[config.mk]
export PLATFORM = sky130hd
export DESIGN_NAME = kd_tree_node_p_flat
export DESIGN_NICKNAME = d
export VERILOG_FILES = /design/src/rtl/kd_tree_node_p_if.sv /design/src/rtl/kd_tree_node_p.sv /design/src/flat_wrapper.sv
export SDC_FILE = /design/constraint.sdc
export NUM_CORES = 1
export LEC_CHECK = 0
export ABC_AREA = 1
export BUFFER_PORTS_ARGS = -buffer_cell sky130_fd_sc_hd__buf_2
export CORE_UTILIZATION = 53
export CTS_BUF_LIST = sky130_fd_sc_hd__clkbuf_8
export DETAILED_ROUTE_END_ITERATION = 12
export GPL_ROUTABILITY_DRIVEN = 0
export PLACE_DENSITY = 0.88
export RECOVER_POWER = 100
export SLEW_MARGIN = 20
export SYNTH_ARGS = -nofsm -noshare
export SYNTH_HDL_FRONTEND = slang
export SYNTH_SLANG_ARGS = --single-unit
export TNS_END_PERCENT = 20
[constraint.sdc]
create_clock -name clk -period 3.4 [get_ports clk]
set_clock_uncertainty 0.15 [all_clocks]
set_input_delay 0.51 -clock clk [delete_from_list [all_inputs] [get_ports clk]]
set_output_delay 0.51 -clock clk [all_outputs]
set_load 0.005 [all_outputs]
[src/rtl/kd_tree_node_p_if.sv]
// Command+data link between a KD-tree node and one neighbour.
// master drives the request half (parent side), slave drives the response half (child side).
interface kd_tree_node_p_if #(
  parameter int DIM    = 3,
  parameter int DATA_W = 8
);
  logic [3:0]            req_cmd;
  logic [DIM*DATA_W-1:0] req_data;
  logic [3:0]            rsp_cmd;
  logic [DIM*DATA_W-1:0] rsp_data;

  modport master (output req_cmd, req_data, input  rsp_cmd, rsp_data);
  modport slave  (input  req_cmd, req_data, output rsp_cmd, rsp_data);
endinterface

[src/rtl/kd_tree_node_p.sv]
// KD-tree node: subtree fill, per-level axis config, recursive compare-swap sort.
// Optional KD_NODE_STATS_EN adds a saturating swap_count output.
module kd_tree_node_p #(
  parameter int DIM    = 3,
  parameter int DATA_W = 8,
  parameter int AXIS_W = 2,
  parameter int LEAF   = 0
) (
  input  logic                  clk,
  input  logic                  rst,
  kd_tree_node_p_if.slave       top,
  kd_tree_node_p_if.master      left,
  kd_tree_node_p_if.master      right,
  output logic [DIM*DATA_W-1:0] self_center,
  output logic                  center_valid,
  output logic [AXIS_W-1:0]     sort_axis
`ifdef KD_NODE_STATS_EN
  , output logic [15:0]         swap_count
`endif
);
  localparam int W = DIM*DATA_W;
  localparam logic [3:0] NOP = 4'd0, FILL = 4'd1, FILL_ACK = 4'd2, AXIS = 4'd3, AXIS_DONE = 4'd4,
                         SORT = 4'd5, SORT_DONE = 4'd6, GET = 4'd7, CENTER = 4'd8, PUT = 4'd9,
                         PUT_ACK = 4'd10;

  typedef enum logic [3:0] {
    S_IDLE, S_FILL_L, S_FILL_R, S_AXIS, S_WAIT_L, S_CMP_L, S_PUT_L,
    S_WAIT_R, S_CMP_R, S_PUT_R, S_SORT_L, S_SORT_R
  } state_t;

  state_t            state, state_n;
  logic [3:0]        top_cmd, top_cmd_n, l_cmd, l_cmd_n, r_cmd, r_cmd_n;
  logic [W-1:0]      top_data, top_data_n, l_data, l_data_n, r_data, r_data_n;
  logic [W-1:0]      center, center_n, peer, peer_n;
  logic              valid, valid_n, lfull, lfull_n, rfull, rfull_n;
  logic              got_l, got_l_n, got_r, got_r_n, changed, changed_n;
  logic [AXIS_W-1:0] axis, axis_n, eff, axis_next;

  function automatic logic [DATA_W-1:0] coord(input logic [W-1:0] v, input logic [AXIS_W-1:0] a);
    return v[a*DATA_W +: DATA_W];
  endfunction

  // Out-of-range axis compares on coordinate 0.
  assign eff       = (32'(axis) >= DIM) ? '0 : axis;
  assign axis_next = AXIS_W'((32'(top.req_data[AXIS_W-1:0]) + 32'd1) % DIM);

  always_comb begin
    state_n    = state;
    top_cmd_n  = NOP;  top_data_n = '0;
    l_cmd_n    = NOP;  l_data_n   = '0;
    r_cmd_n    = NOP;  r_data_n   = '0;
    center_n   = center;  valid_n = valid;  axis_n = axis;
    lfull_n    = lfull;   rfull_n = rfull;
    got_l_n    = got_l;   got_r_n = got_r;
    peer_n     = peer;    changed_n = changed;
    case (state)
      S_IDLE: begin
        case (top.req_cmd)
          FILL: begin
            if (LEAF != 0 || (lfull && rfull)) begin
              if (!valid) begin center_n = top.req_data; valid_n = 1'b1; end
              top_cmd_n = FILL_ACK;  top_data_n[0] = 1'b1;
            end else if (!lfull) begin
              l_cmd_n = FILL;  l_data_n = top.req_data;  state_n = S_FILL_L;
            end else begin
              r_cmd_n = FILL;  r_data_n = top.req_data;  state_n = S_FILL_R;
            end
          end
          AXIS: begin
            axis_n = top.req_data[AXIS_W-1:0];
            if (LEAF != 0) top_cmd_n = AXIS_DONE;
            else begin
              l_cmd_n = AXIS;  l_data_n[AXIS_W-1:0] = axis_next;
              r_cmd_n = AXIS;  r_data_n[AXIS_W-1:0] = axis_next;
              got_l_n = 1'b0;  got_r_n = 1'b0;  state_n = S_AXIS;
            end
          end
          GET: begin top_cmd_n = CENTER;  top_data_n = center; end
          PUT: begin center_n = top.req_data;  top_cmd_n = PUT_ACK; end
          SORT: begin
            if (!valid || LEAF != 0) top_cmd_n = SORT_DONE;
            else begin l_cmd_n = GET;  changed_n = 1'b0;  state_n = S_WAIT_L; end
          end
          default: ;
        endcase
      end
      S_FILL_L: if (left.rsp_cmd == FILL_ACK) begin
        lfull_n = left.rsp_data[0];
        top_cmd_n = FILL_ACK;  top_data_n[0] = left.rsp_data[0] & rfull & valid;
        state_n = S_IDLE;
      end
      S_FILL_R: if (right.rsp_cmd == FILL_ACK) begin
        rfull_n = right.rsp_data[0];
        top_cmd_n = FILL_ACK;  top_data_n[0] = right.rsp_data[0] & lfull & valid;
        state_n = S_IDLE;
      end
      S_AXIS: begin
        // Children may finish in either order or together.
        got_l_n = got_l | (left.rsp_cmd == AXIS_DONE);
        got_r_n = got_r | (right.rsp_cmd == AXIS_DONE);
        if (got_l_n && got_r_n) begin top_cmd_n = AXIS_DONE;  state_n = S_IDLE; end
      end
      S_WAIT_L: if (left.rsp_cmd == CENTER) begin peer_n = left.rsp_data;  state_n = S_CMP_L; end
      S_CMP_L: begin
        if (coord(peer, eff) > coord(center, eff)) begin
          l_cmd_n = PUT;  l_data_n = center;  state_n = S_PUT_L;
        end else begin r_cmd_n = GET;  state_n = S_WAIT_R; end
      end
      S_PUT_L: if (left.rsp_cmd == PUT_ACK) begin
        center_n = peer;  changed_n = 1'b1;  r_cmd_n = GET;  state_n = S_WAIT_R;
      end
      S_WAIT_R: if (right.rsp_cmd == CENTER) begin peer_n = right.rsp_data;  state_n = S_CMP_R; end
      S_CMP_R: begin
        if (coord(peer, eff) < coord(center, eff)) begin
          r_cmd_n = PUT;  r_data_n = center;  state_n = S_PUT_R;
        end else begin l_cmd_n = SORT;  state_n = S_SORT_L; end
      end
      S_PUT_R: if (right.rsp_cmd == PUT_ACK) begin
        center_n = peer;  changed_n = 1'b1;  l_cmd_n = SORT;  state_n = S_SORT_L;
      end
      S_SORT_L: if (left.rsp_cmd == SORT_DONE) begin
        changed_n = changed | left.rsp_data[0];  r_cmd_n = SORT;  state_n = S_SORT_R;
      end
      S_SORT_R: if (right.rsp_cmd == SORT_DONE) begin
        top_cmd_n = SORT_DONE;  top_data_n[0] = changed | right.rsp_data[0];  state_n = S_IDLE;
      end
      default: state_n = S_IDLE;
    endcase
  end

  always_ff @(posedge clk) begin
    if (rst) begin
      state <= S_IDLE;
      top_cmd <= NOP;  top_data <= '0;  l_cmd <= NOP;  l_data <= '0;  r_cmd <= NOP;  r_data <= '0;
      center <= '0;  valid <= 1'b0;  axis <= '0;  lfull <= 1'b0;  rfull <= 1'b0;
      got_l <= 1'b0;  got_r <= 1'b0;  peer <= '0;  changed <= 1'b0;
    end else begin
      state <= state_n;
      top_cmd <= top_cmd_n;  top_data <= top_data_n;
      l_cmd <= l_cmd_n;  l_data <= l_data_n;  r_cmd <= r_cmd_n;  r_data <= r_data_n;
      center <= center_n;  valid <= valid_n;  axis <= axis_n;  lfull <= lfull_n;  rfull <= rfull_n;
      got_l <= got_l_n;  got_r <= got_r_n;  peer <= peer_n;  changed <= changed_n;
    end
  end

`ifdef KD_NODE_STATS_EN
  always_ff @(posedge clk) begin
    if (rst) swap_count <= '0;
    else if (((state == S_PUT_L && left.rsp_cmd == PUT_ACK) ||
              (state == S_PUT_R && right.rsp_cmd == PUT_ACK)) && swap_count != 16'hFFFF)
      swap_count <= swap_count + 16'd1;
  end
`endif

  assign top.rsp_cmd    = top_cmd;
  assign top.rsp_data   = top_data;
  assign left.req_cmd   = (LEAF != 0) ? NOP : l_cmd;
  assign left.req_data  = (LEAF != 0) ? '0  : l_data;
  assign right.req_cmd  = (LEAF != 0) ? NOP : r_cmd;
  assign right.req_data = (LEAF != 0) ? '0  : r_data;
  assign self_center    = center;
  assign center_valid   = valid;
  assign sort_axis      = axis;
endmodule
[src/flat_wrapper.sv]
// flat-port wrapper written by rule: the top's interface ports become plain ports
module kd_tree_node_p_flat 
#(
  parameter int DIM    = 3,
  parameter int DATA_W = 8,
  parameter int AXIS_W = 2,
  parameter int LEAF   = 0
)
  (clk, rst, self_center, center_valid, sort_axis, top_req_cmd, top_req_data, top_rsp_cmd, top_rsp_data, left_req_cmd, left_req_data, left_rsp_cmd, left_rsp_data, right_req_cmd, right_req_data, right_rsp_cmd, right_rsp_data);
  kd_tree_node_p_if #(.DIM(DIM), .DATA_W(DATA_W)) top_i ();
  kd_tree_node_p_if #(.DIM(DIM), .DATA_W(DATA_W)) left_i ();
  kd_tree_node_p_if #(.DIM(DIM), .DATA_W(DATA_W)) right_i ();
  input  logic clk;
  input  logic rst;
  output logic [DIM*DATA_W-1:0] self_center;
  output logic center_valid;
  output logic [AXIS_W-1:0] sort_axis;
  input wire logic [$bits(top_i.req_cmd)-1:0] top_req_cmd;
  input wire logic [$bits(top_i.req_data)-1:0] top_req_data;
  output wire logic [$bits(top_i.rsp_cmd)-1:0] top_rsp_cmd;
  output wire logic [$bits(top_i.rsp_data)-1:0] top_rsp_data;
  output wire logic [$bits(left_i.req_cmd)-1:0] left_req_cmd;
  output wire logic [$bits(left_i.req_data)-1:0] left_req_data;
  input wire logic [$bits(left_i.rsp_cmd)-1:0] left_rsp_cmd;
  input wire logic [$bits(left_i.rsp_data)-1:0] left_rsp_data;
  output wire logic [$bits(right_i.req_cmd)-1:0] right_req_cmd;
  output wire logic [$bits(right_i.req_data)-1:0] right_req_data;
  input wire logic [$bits(right_i.rsp_cmd)-1:0] right_rsp_cmd;
  input wire logic [$bits(right_i.rsp_data)-1:0] right_rsp_data;
  assign top_i.req_cmd = top_req_cmd;
  assign top_i.req_data = top_req_data;
  assign top_rsp_cmd = top_i.rsp_cmd;
  assign top_rsp_data = top_i.rsp_data;
  assign left_req_cmd = left_i.req_cmd;
  assign left_req_data = left_i.req_data;
  assign left_i.rsp_cmd = left_rsp_cmd;
  assign left_i.rsp_data = left_rsp_data;
  assign right_req_cmd = right_i.req_cmd;
  assign right_req_data = right_i.req_data;
  assign right_i.rsp_cmd = right_rsp_cmd;
  assign right_i.rsp_data = right_rsp_data;
  kd_tree_node_p #(.DIM(DIM), .DATA_W(DATA_W), .AXIS_W(AXIS_W), .LEAF(LEAF)) u_core (.clk(clk), .rst(rst), .top(top_i), .left(left_i), .right(right_i), .self_center(self_center), .center_valid(center_valid), .sort_axis(sort_axis));
endmodule
# ---- After elaboration in Yosys (flattened, before gate mapping)
# Index checks and enable logic that the tools add are counted.
dict set report word_totals {
  register_bits 144
  in_bits 86
  elab_cells 172
  output_inout_bits 111
}
dict set report classes {
  add_sub_neg 1
  muxes 77
  order_cmp 3
  bitwise 10
  n_reduce_logical 17
  n_shift 2
  eq_ne 44
  n_div 1
}
# op count
set op_table {}
lappend op_table {{24-bit two-way mux} 12}
lappend op_table {{24-bit one-hot mux with 2 select lines} 4}
lappend op_table {{24-bit one-hot mux with 3 select lines} 1}
lappend op_table {{4-bit two-way mux} 15}
lappend op_table {{4-bit one-hot mux with 12 select lines} 1}
lappend op_table {{24-bit by 6-bit indexed part select with 8-bit output} 2}
lappend op_table {{22-bit two-way mux} 2}
lappend op_table {{4-bit by 3-bit == test with 1-bit output (second input constant)} 10}
lappend op_table {{4-bit one-hot mux with 5 select lines} 2}
lappend op_table {{4-bit == test (second input constant)} 9}
lappend op_table {{32-bit by 2-bit modulo with 32-bit output (second input constant)} 1}
lappend op_table {{4-bit one-hot mux with 4 select lines} 2}
lappend op_table {{3-bit two-way mux} 9}
lappend op_table {{4-bit one-hot mux with 3 select lines} 2}
lappend op_table {{4-bit by 2-bit == test with 1-bit output (second input constant)} 5}
lappend op_table {{2-bit by 1-bit != test with 1-bit output (second input constant)} 10}
lappend op_table {{1-bit two-way mux} 13}
lappend op_table {{2-bit two-way mux} 6}
lappend op_table {{12-bit AND reduction} 1}
lappend op_table {{6-bit AND reduction} 2}
lappend op_table {{3-bit != test (second input constant)} 3}
lappend op_table {{4-bit by 1-bit == test with 1-bit output (second input constant)} 2}
lappend op_table {{8-bit > comparator} 1}
lappend op_table {{8-bit less-than comparator} 1}
lappend op_table {{other kinds (20)} 39}

# ---- Depth between registers and ports, before layout
# Gate-level depths: netlist (run 1).
dict set report logic_depth {
  word_depth 6
  depth_mapped 19
  ltp_nobuf 19
}

# ---- Worst setup path before layout (run 1)
# Ideal clock, no wire load.
dict set report synth_timing {
  path_type {reg2reg}
  startpoint {register u_core.axis[0] (netlist: u_core.sort_axis[0])}
  endpoint {register u_core.l_data[20] (netlist: u_core.left.req_data[20])}
  setup_time_ns 0.071
  synth_period_minus_slack_ns 2.692
  arrival_time_ns 2.471
  path_slack_ns 0.708
  n_path_buf 2
  stages_incl_launch_ff 17
  t_required_ns 3.179
  cell_sequence {dfxtp_1 inv_1 nor2_1 clkbuf_1 nand2_1 o211ai_1 o21ai_0 ha_1 nand2_1 nor2_1 nand2_1 nand2_1 nand2_1 nor2_1 buf_2 nand2_1 a21oi_1}
}
dict set report synth_via {
  elab_chain_cells 6
  word_cells_on_any_way 7
  cone_classes {2 x order compare; 2 x shift; 3 x mux}
}
# element line
set synth_lines {}
lappend synth_lines {{start, declared} kd_tree_node_p.sv:37} ;# logic [AXIS_W-1:0] axis, axis_n, eff, axis_next;
lappend synth_lines {{start signal, assigned} kd_tree_node_p.sv:141} ;# center <= center_n; valid <= valid_n; axis <= axis_n; lfull <= lfull_n; rfull <= rfull_n;
lappend synth_lines {{2-bit >= comparator} kd_tree_node_p.sv:44} ;# assign eff = (32'(axis) >= DIM) ? '0 : axis;
lappend synth_lines {{2-bit two-way mux (*)} kd_tree_node_p.sv:44}
lappend synth_lines {{24-bit by 6-bit indexed part select with 8-bit output} kd_tree_node_p.sv:40} ;# return v[a*DATA_W +: DATA_W];
lappend synth_lines {{8-bit > comparator (*)} kd_tree_node_p.sv:105} ;# if (coord(peer, eff) > coord(center, eff)) begin
lappend synth_lines {{24-bit two-way mux (*)} kd_tree_node_p.sv:105}
lappend synth_lines {{24-bit one-hot mux with 2 select lines (*)} kd_tree_node_p.sv:56} ;# case (state)
lappend synth_lines {{end signal, assigned} kd_tree_node_p.sv:140} ;# l_cmd <= l_cmd_n; l_data <= l_data_n; r_cmd <= r_cmd_n; r_data <= r_data_n;
lappend synth_lines {{end, declared} kd_tree_node_p.sv:33} ;# logic [W-1:0] top_data, top_data_n, l_data, l_data_n, r_data, r_data_n;
# Every way passes the cells marked *; elsewhere a longest branch is shown, timed or not.
# A chain may end at the register's enable or synchronous reset.

# ---- Worst setup path after layout (run 1)
dict set report layout_timing {
  startpoint {register u_core.axis[0] (netlist: u_core.sort_axis[0])}
  endpoint {register u_core.r_data[18] (netlist: u_core.right.req_data[18])}
}
dict set report layout_via {
  elab_chain_cells 6
  word_cells_on_any_way 7
  cone_classes {2 x order compare; 2 x shift; 3 x mux}
}
# element line
set layout_lines {}
lappend layout_lines {{2-bit >= comparator} kd_tree_node_p.sv:44}
lappend layout_lines {{2-bit two-way mux (*)} kd_tree_node_p.sv:44}
lappend layout_lines {{24-bit by 6-bit indexed part select with 8-bit output} kd_tree_node_p.sv:40}
lappend layout_lines {{8-bit less-than comparator (*)} kd_tree_node_p.sv:114} ;# if (coord(peer, eff) < coord(center, eff)) begin
lappend layout_lines {{24-bit two-way mux (*)} kd_tree_node_p.sv:114}
lappend layout_lines {{24-bit one-hot mux with 2 select lines (*)} kd_tree_node_p.sv:56}
lappend layout_lines {{end signal, assigned} kd_tree_node_p.sv:140}
lappend layout_lines {{end, declared} kd_tree_node_p.sv:33}
# Marked as above.

==> results of run 1 <==
[per-stage QoR]
stage | hold WS (ns) | cell area [um2] | cells
after floorplan | 0.308 | 6460 | 954
after global placement | 0.320 | 7440 | 1254
after detailed placement | 0.323 | 7440 | 1254
after CTS | 0.150 | 7840 | 1286
after global routing | 0.167 | 7770 | 1286
final | 0.165 | 7770 | 1286
[power groups by stage]
| stage | combinational [mW] | clock [mW] | sequential (mW) |
|---|---|---|---|
| floorplan | 0.905 | 0 | 2.02 |
| global placement | 1.26 | 0 | 2.07 |
| detailed placement | 1.28 | 0 | 2.07 |
| CTS | 1.29 | 1.36 | 2.03 |
| global route | 1.46 | 1.43 | 2.06 |
| finish | 1.29 | 1.36 | 2.04 |
[path summary, 6_finish.rpt]
kind | depth (start not counted) | endpoint | slack (ns) | startpoint
min | 3 | u_core.peer[10] | 0.16 | left_rsp_data[10]
max reg2reg | 13 | u_core.right.req_data[18] | 0.37 | u_core.sort_axis[0]
min reg2reg | 2 | u_core.got_l | 0.33 | u_core.got_l
max | 13 | u_core.right.req_data[18] | 0.37 | u_core.sort_axis[0]
[final cells by class]
class	count	area share [%]
clock buffer	19	3.36
clock inverter	13	1.79
inverter	77	3.72
multi-input combinational	688	39.4
sequential	143	36.8
tap	143	2.30
timing repair buffer	203	12.6
[sequential cells by signal (all words and copies together), names as in the netlist, 2 cells and up]
signal and count:
u_core.top.rsp_data 24, u_core.top.rsp_cmd 3, u_core.right.req_cmd 4, u_core.state 4, u_core.sort_axis 2, u_core.right.req_data 24
u_core.left.req_cmd 4, u_core.self_center 24, u_core.left.req_data 24, u_core.peer 24
[per-layer routing]
| metal | vias up | GRT usage (%) | share of wire (%) |
|---|---|---|---|
| met2 | 474 | 48.5 | 44 |
| met4 | 0 | 12.4 | 2.8 |
| li1 | 3421 | - | - |
| met1 | 3156 | 40.6 | 42 |
| met5 | - | 0 | 0 |
| met3 | 51 | 6.10 | 11 |
[worst register-to-register path: cells and delay by family (launching register included)]
| family | cells | cell delay (ns) |
|---|---|---|
| buf+inv | 4 | 1.03 |
| simple gates | 5 | 0.65 |
| compound gates | 3 | 0.47 |
| fa+ha+maj | 1 | 0.34 |
| flops | 1 | 0.33 |
[kinds of logic after synthesis]
| logic type | Yosys count | share of synthesized area (%) |
|---|---|---|
| flip-flops | 143 | 44.3 |
| adder cells (fa/ha/maj) | 9 | 1.74 |
| AO/OA/AOI/OAI | 190 | 16.0 |
| buffers and inverters | 123 | 8.11 |
| AND/OR/NAND/NOR | 488 | 29.7 |
| other | 1 | 0.0580 |
[cell usage after synthesis (5+ instances only)]
master	instances	area, um2
a21oi_1	66	330
a31oi_1	34	213
buf_2	11	55.1
buf_4	7	52.6
clkbuf_1	25	93.8
dfxtp_1	143	2860
ha_1	9	113
inv_1	66	248
inv_2	10	37.5
nand2_1	312	1170
nand2_2	5	31.3
nand3_1	32	160
nand4_1	5	31.3
nor2_1	126	473
o211ai_1	8	60.1
o21ai_0	69	345
==> summary.txt, run 1 <==
GRT
  – Remaining global-route overflow: 0
  – Global-route wire length before repair: 30.4 mm
  – Vias in the first global route: 6,188
  – Global-route usage over all layers: 30.5%
  – Initial antenna violation count: 0
  – Largest net degree at the start of global routing: 49

Cells and area
  – Nets: 1,225
  – Share of layout cells above drive strength 1: 18.1%
  – Area Growth Syn to Fin: 20.3%
  – # fillers: 1,034
  – Register area: 2860 um2
  – Area of the multi-input gates: 3060 um2
  – Final core occ: 66.7%
  – ANT cells: 0
  – Commonest cells after routing, fill and taps aside: nand2_1, buf_2, dfxtp_1
  – Most common cell after layout, fill and taps aside: nand2_1

Critical path
  – CP arrival: 3.25 ns
  – Family with the most delay on the worst path: buffers and inverters
  – CP endpoint kind: flop
  – Peak fanout along the critical path: 25
  – CP required: 3.62 ns
  – Critical path cell sequence: inv_1 -> nor2_1 -> buf_4 -> clkinv_1 -> nand2_1 -> a31oi_1 -> ha_1 -> a21o_1 -> nor2_1 -> nand3_1 -> inv_2 -> nand2_1 -> a21oi_1
  – CP max-delay cell: inv_2
  – Critical Path Source Type: flop
  – Max stage delay on crit path: 0.43 ns
  – WP buf/inv: 4
  – Kind of critical path: reg -> reg

Pwr
  – Clock power frac: 28.9%
  – Peak VDD IR: 0.246 mV
  – Pwr Total: 4.69 mW
  – Sequential group share of total power: 43.5%
  – Sw Ratio: 37.0%
  – Sw power: 1.74 mW
  – Static Leakage: 3.60 nW
  – Cell internal pwr: 2.96 mW
  – Pwr dens: 604 nW/um2
  – Logic pwr share: 27.6%

Synth
  – Post-synth EDFFs: 0
  – Mean area per synthesized cell: 6.77 um2
  – Prevailing post-synth register cell: dfxtp_1
  – Fraction of registers with async set/reset: 0%
  – Part of the Yosys area used for sequential elements: 44.3%
  – Netlist Area Pre-Place: 6460 um2
  – Unique masters post-synth: 29
  – Cells after synthesis: 954
  – Mapped Nets: 1,049
  – Seq cells post-synth: 143
  – Synth warn: 0

CTS
  – Root Driver: clkbuf_8
  – CTS sink cnt: 143
  – CTS H-tree lvls: 4
  – CTS buffer count: 17
  – Max clock buf depth: 2
  – Setup Buffers After CTS: 0
  – CTS tree: built
  – Worst skew pair latency: 0.45 ns
  – Worst-path clk slew: 0.08 ns
  – Post_cts resized: 0
  – Post-CTS Hold Fix Bufs: 0

Floorplan
  – Die width: 112 um
  – Initial core utilization: 55.4%
  – Die H: 112 um
  – Rows: 39
  – Ports: 197
  – Die ar.: 12,600 um2
  – Core area: 11,700 um2

Timing
  – Max-slew headroom: 36.9%
  – Final hold vios: 0
  – Tightest Pin Transition: 0.937 ns
  – Fin. max-slew vios: 0
  – # setup viols final: 0
  – F_max: 330 MHz
  – Fin crit share: 89.0%
  – Final setup margin: 0.373 ns
  – Final min period: 3.03 ns
  – Fin Setup TNS: 0 ns
  – RSZ-0062 raised after global routing: false

Detailed routing
  – Vias per cell: 5.52
  – Vias: 7,102
  – Pre-Repair DR Iteration Count: 5
  – WL per Instance: 14.8 um
  – Routed Wire Length: 19.1 mm
  – Post-route ant nets: 0
  – Drt initial violations: 771
  – Residual DRC count: 0

Outcome
  – Outcome: finished clean

Worst hold path
  – Worst min path class: in -> reg

Flow run
  – Max-cap violations: 0

Place
  – Number of port buffers: 195
  – Post-DP HPWL: 14.0 mm
  – Pre-CTS setup slack: 0.537 ns
(Power assumes the default switching activity.)
==> run 2: changes to the inputs <==
--- a/config.mk
+++ b/config.mk
@@ -5,13 +5,14 @@
 export SDC_FILE = /design/constraint.sdc
 export NUM_CORES = 1
 export LEC_CHECK = 0
-export ABC_AREA = 1
+export ABC_AREA = 0
 export BUFFER_PORTS_ARGS = -buffer_cell sky130_fd_sc_hd__buf_2
-export CORE_UTILIZATION = 53
+export CORE_UTILIZATION = 54
 export CTS_BUF_LIST = sky130_fd_sc_hd__clkbuf_8
 export DETAILED_ROUTE_END_ITERATION = 12
 export GPL_ROUTABILITY_DRIVEN = 0
-export PLACE_DENSITY = 0.88
+export HOLD_SLACK_MARGIN = 0.06
+export PLACE_DENSITY = 0.89
 export RECOVER_POWER = 100
 export SLEW_MARGIN = 20
 export SYNTH_ARGS = -nofsm -noshare
==> run 2 against run 1 <==
Compared with the run above:
- power is 27% lower
- utilization is 0.076 points lower
- worst setup slack worse by 0.18 ns
- critical path type unchanged
- non-clock buffer count increased by 10
- synthesized cell count is 24% lower
- global-route usage fell by 2.0 points
- final cell count shrank 16%
- sequential share of layout area down 1.3 points
- area after synthesis rose by 4.5%
- critical endpoint is now u_core.top.rsp_data[17]
==> summary.txt, run 2 <==
Critical path
  – CP endpoint kind: flop
  – Peak fanout along the critical path: 23 (-8.0%)
  – CP required: 3.64 ns (+0.02 ns)
  – Critical Path Source Type: flop
  – Kind of critical path: reg -> reg
  – CP arrival: 3.44 ns (+0.19 ns)

Floorplan
  – Initial core utilization: 55.7% (+0.32 points)
  – Die ar.: 12,900 um2 (+2.5%)
  – Die H: 114 um (+1.2%)
  – Core area: 12,100 um2 (+3.9%)
  – Rows: 40 (+2.6%)
  – Ports: 197 (unchanged)
  – Die width: 114 um (+1.2%)

Pwr
  – Static Leakage: 3.48 nW (-3.4%)
  – Pwr Total: 3.45 mW (-27%)
  – Logic pwr share: 11.0% (-17 points)
  – Peak VDD IR: 0.183 mV (-25%)
  – Sw power: 0.939 mW (-46%)
  – Sw Ratio: 27.2% (-9.8 points)
  – Cell internal pwr: 2.51 mW (-15%)
  – Clock power frac: 38.5% (+9.6 points)
  – Pwr dens: 428 nW/um2 (-29%)
  – Sequential group share of total power: 50.5% (+7.0 points)

Detailed routing
  – WL per Instance: 17.1 um (+15%)
  – Vias: 6,246 (-12%)
  – Vias per cell: 5.76 (+4.3%)
  – Post-route ant nets: 0 (unchanged)
  – Residual DRC count: 0 (unchanged)
  – Drt initial violations: 596 (-23%)
  – Pre-Repair DR Iteration Count: 5 (unchanged)
  – Routed Wire Length: 18.5 mm (-3.0%)

Timing
  – Fin crit share: 94.2% (+5.2 points)
  – Fin Setup TNS: 0 ns (unchanged)
  – # setup viols final: 0 (unchanged)
  – Final hold vios: 0 (unchanged)
  – Hold_ws: 0.174 ns (+0.00870 ns)
  – Fin. max-slew vios: 0 (unchanged)
  – Max-slew headroom: 39.4% (+2.5 points)
  – RSZ-0062 raised after global routing: false
  – Final setup margin: 0.196 ns (-0.177 ns)
  – F_max: 312 MHz (-5.5%)
  – Tightest Pin Transition: 0.909 ns (-0.0281 ns)
  – Final min period: 3.20 ns (+0.177 ns)

Cells and area
  – Nets: 998 (-19%)
  – Share of layout cells above drive strength 1: 25.3% (+7.2 points)
  – Commonest cells after routing, fill and taps aside: buf_2, dfxtp_1, nor2_1
  – Register area: 2870 um2 (+0.13%)
  – Area of the multi-input gates: 3530 um2 (+15%)
  – ANT cells: 0 (unchanged)
  – # fillers: 1,035 (+0.097%)
  – Area Growth Syn to Fin: 19.5%
  – Most common cell after layout, fill and taps aside: buf_2
  – Final core occ: 66.6% (-0.076 points)

CTS
  – CTS buffer count: 17 (unchanged)
  – Max clock buf depth: 2 (unchanged)
  – Post-CTS Hold Fix Bufs: 0 (unchanged)
  – Worst-path clk slew: 0.08 ns (about the same)
  – Root Driver: clkbuf_8
  – CTS H-tree lvls: 4 (unchanged)
  – CTS tree: built
  – Worst skew pair latency: 0.46 ns (about the same)
  – CTS sink cnt: 143 (unchanged)

Synth
  – Fraction of registers with async set/reset: 0% (unchanged)
  – Cells after synthesis: 728 (-24%)
  – Top cells by count, synth: dfxtp_1, nor2_1, mux2i_1, a22oi_1, a211oi_1
  – Count leader, synth: dfxtp_1
  – Post-synth EDFFs: 0 (unchanged)
  – Mean area per synthesized cell: 9.27 um2 (+37%)
  – Synth warn: 0 (unchanged)
  – Top-area cell type share of the netlist area: 42.4% (-1.9 points)
  – Part of the Yosys area used for sequential elements: 42.4% (-1.9 points)
  – Seq cells post-synth: 143 (unchanged)
  – Mapped Nets: 823 (-22%)
  – Synth area leaders: dfxtp_1, mux2i_1, nor2_1, a22oi_1, a211oi_2
  – Unique masters post-synth: 59 (+100%)
  – Post-synth top area cell: dfxtp_1
  – Netlist Area Pre-Place: 6750 um2 (+4.5%)
  – Prevailing post-synth register cell: dfxtp_1

Outcome
  – Outcome: finished clean

GRT
  – Remaining global-route overflow: 0 (unchanged)
  – Initial antenna violation count: 0 (unchanged)
  – Global-route usage over all layers: 28.5% (-2.0 points)
  – Vias in the first global route: 5,684 (-8.1%)
  – Largest net degree at the start of global routing: 49 (unchanged)
  – Global-route wire length before repair: 28.8 mm (-5.3%)

Place
  – Number of port buffers: 195 (unchanged)
  – Post-DP HPWL: 13.3 mm (-5.0%)
  – Pre-CTS setup slack: 0.149 ns (-0.388 ns)

Worst hold path
  – Worst min path class: in -> reg

Flow run
  – Max-cap violations: 0 (unchanged)
[run 2: cell count changes after synthesis, sizes merged, moves of 11 or more]
cell	delta
a211oi	+61
a21oi	-34
a22oi	+46
a31oi	-29
and2	+24
inv	-70
mux2i	+64
nand2	-282
nand3	-23
nor2	-11
nor2b	+15
o21ai	-57
[run 2: metrics by stage]
stage / std cells / cell area [um2]
after floorplan: 728 / 6750
after global placement: 1052 / 7810
after detailed placement: 1052 / 7810
after CTS: 1084 / 8200
after global routing: 1084 / 8070
final: 1084 / 8070
[run 2: path summary, 6_finish.rpt]
path | startpoint | to | slack [ns] | depth (start not counted)
setup / recovery | u_core.state[2] | u_core.top.rsp_data[17] | 0.20 | 6
hold / removal | top_req_data[10] | u_core.right.req_data[10] | 0.17 | 3
setup reg to reg | u_core.state[2] | u_core.top.rsp_data[17] | 0.20 | 6
hold reg to reg | u_core.got_r | u_core.got_r | 0.34 | 2
[run 2: cell type report]
class / count / area share (%)
multi-input cells: 522 / 43.7
flip-flops and latches: 143 / 35.5
repair buffers: 213 / 13.0
clock buffers: 18 / 3.07
well taps: 168 / 2.61
clock inverters: 14 / 1.78
inverters: 6 / 0.279
[run 2: critical path: stages (launching register included)]
cell	delay [ns]
dfxtp_1	0.51
nor4_1	0.68
clkbuf_1	0.44
nand3b_1	0.43
nor3_1	0.29
clkbuf_2	0.42
and2_1	0.21
[run 2: cells by family after synthesis]
family	Yosys count	synth area share (%)
compound gates	191	21.8
xor+xnor	2	0.260
fa+ha+maj	9	1.67
buf+inv	63	4.80
flops	143	42.4
mux	70	10.5
other cells	1	0.0556
simple gates	249	18.5
[run 2: routing by layer]
layer	routed length, um	global-route usage [%]
met5	0	0
met4	518	12.6
met3	1590	6.00
met2	8480	45.4
met1	7920	37.3
[run 2: timing repair]
| item | 4_1_cts | 5_1_grt |
|---|---|---|
| buffers inserted | 0 | 0 |
| endpoints found under the setup margin | 0 | 52 |
| resized for setup | 0 | 2 |
[run 2: power by group through the flow]
stage               Combinational, mW  Clock [mW]  Sequential (mW)
detailed placement              0.384           0             1.78
global route                    0.411        1.42             1.74
finish                          0.380        1.33             1.74
CTS                             0.388        1.34             1.74
global placement                0.375           0             1.78
floorplan                       0.247           0             1.76
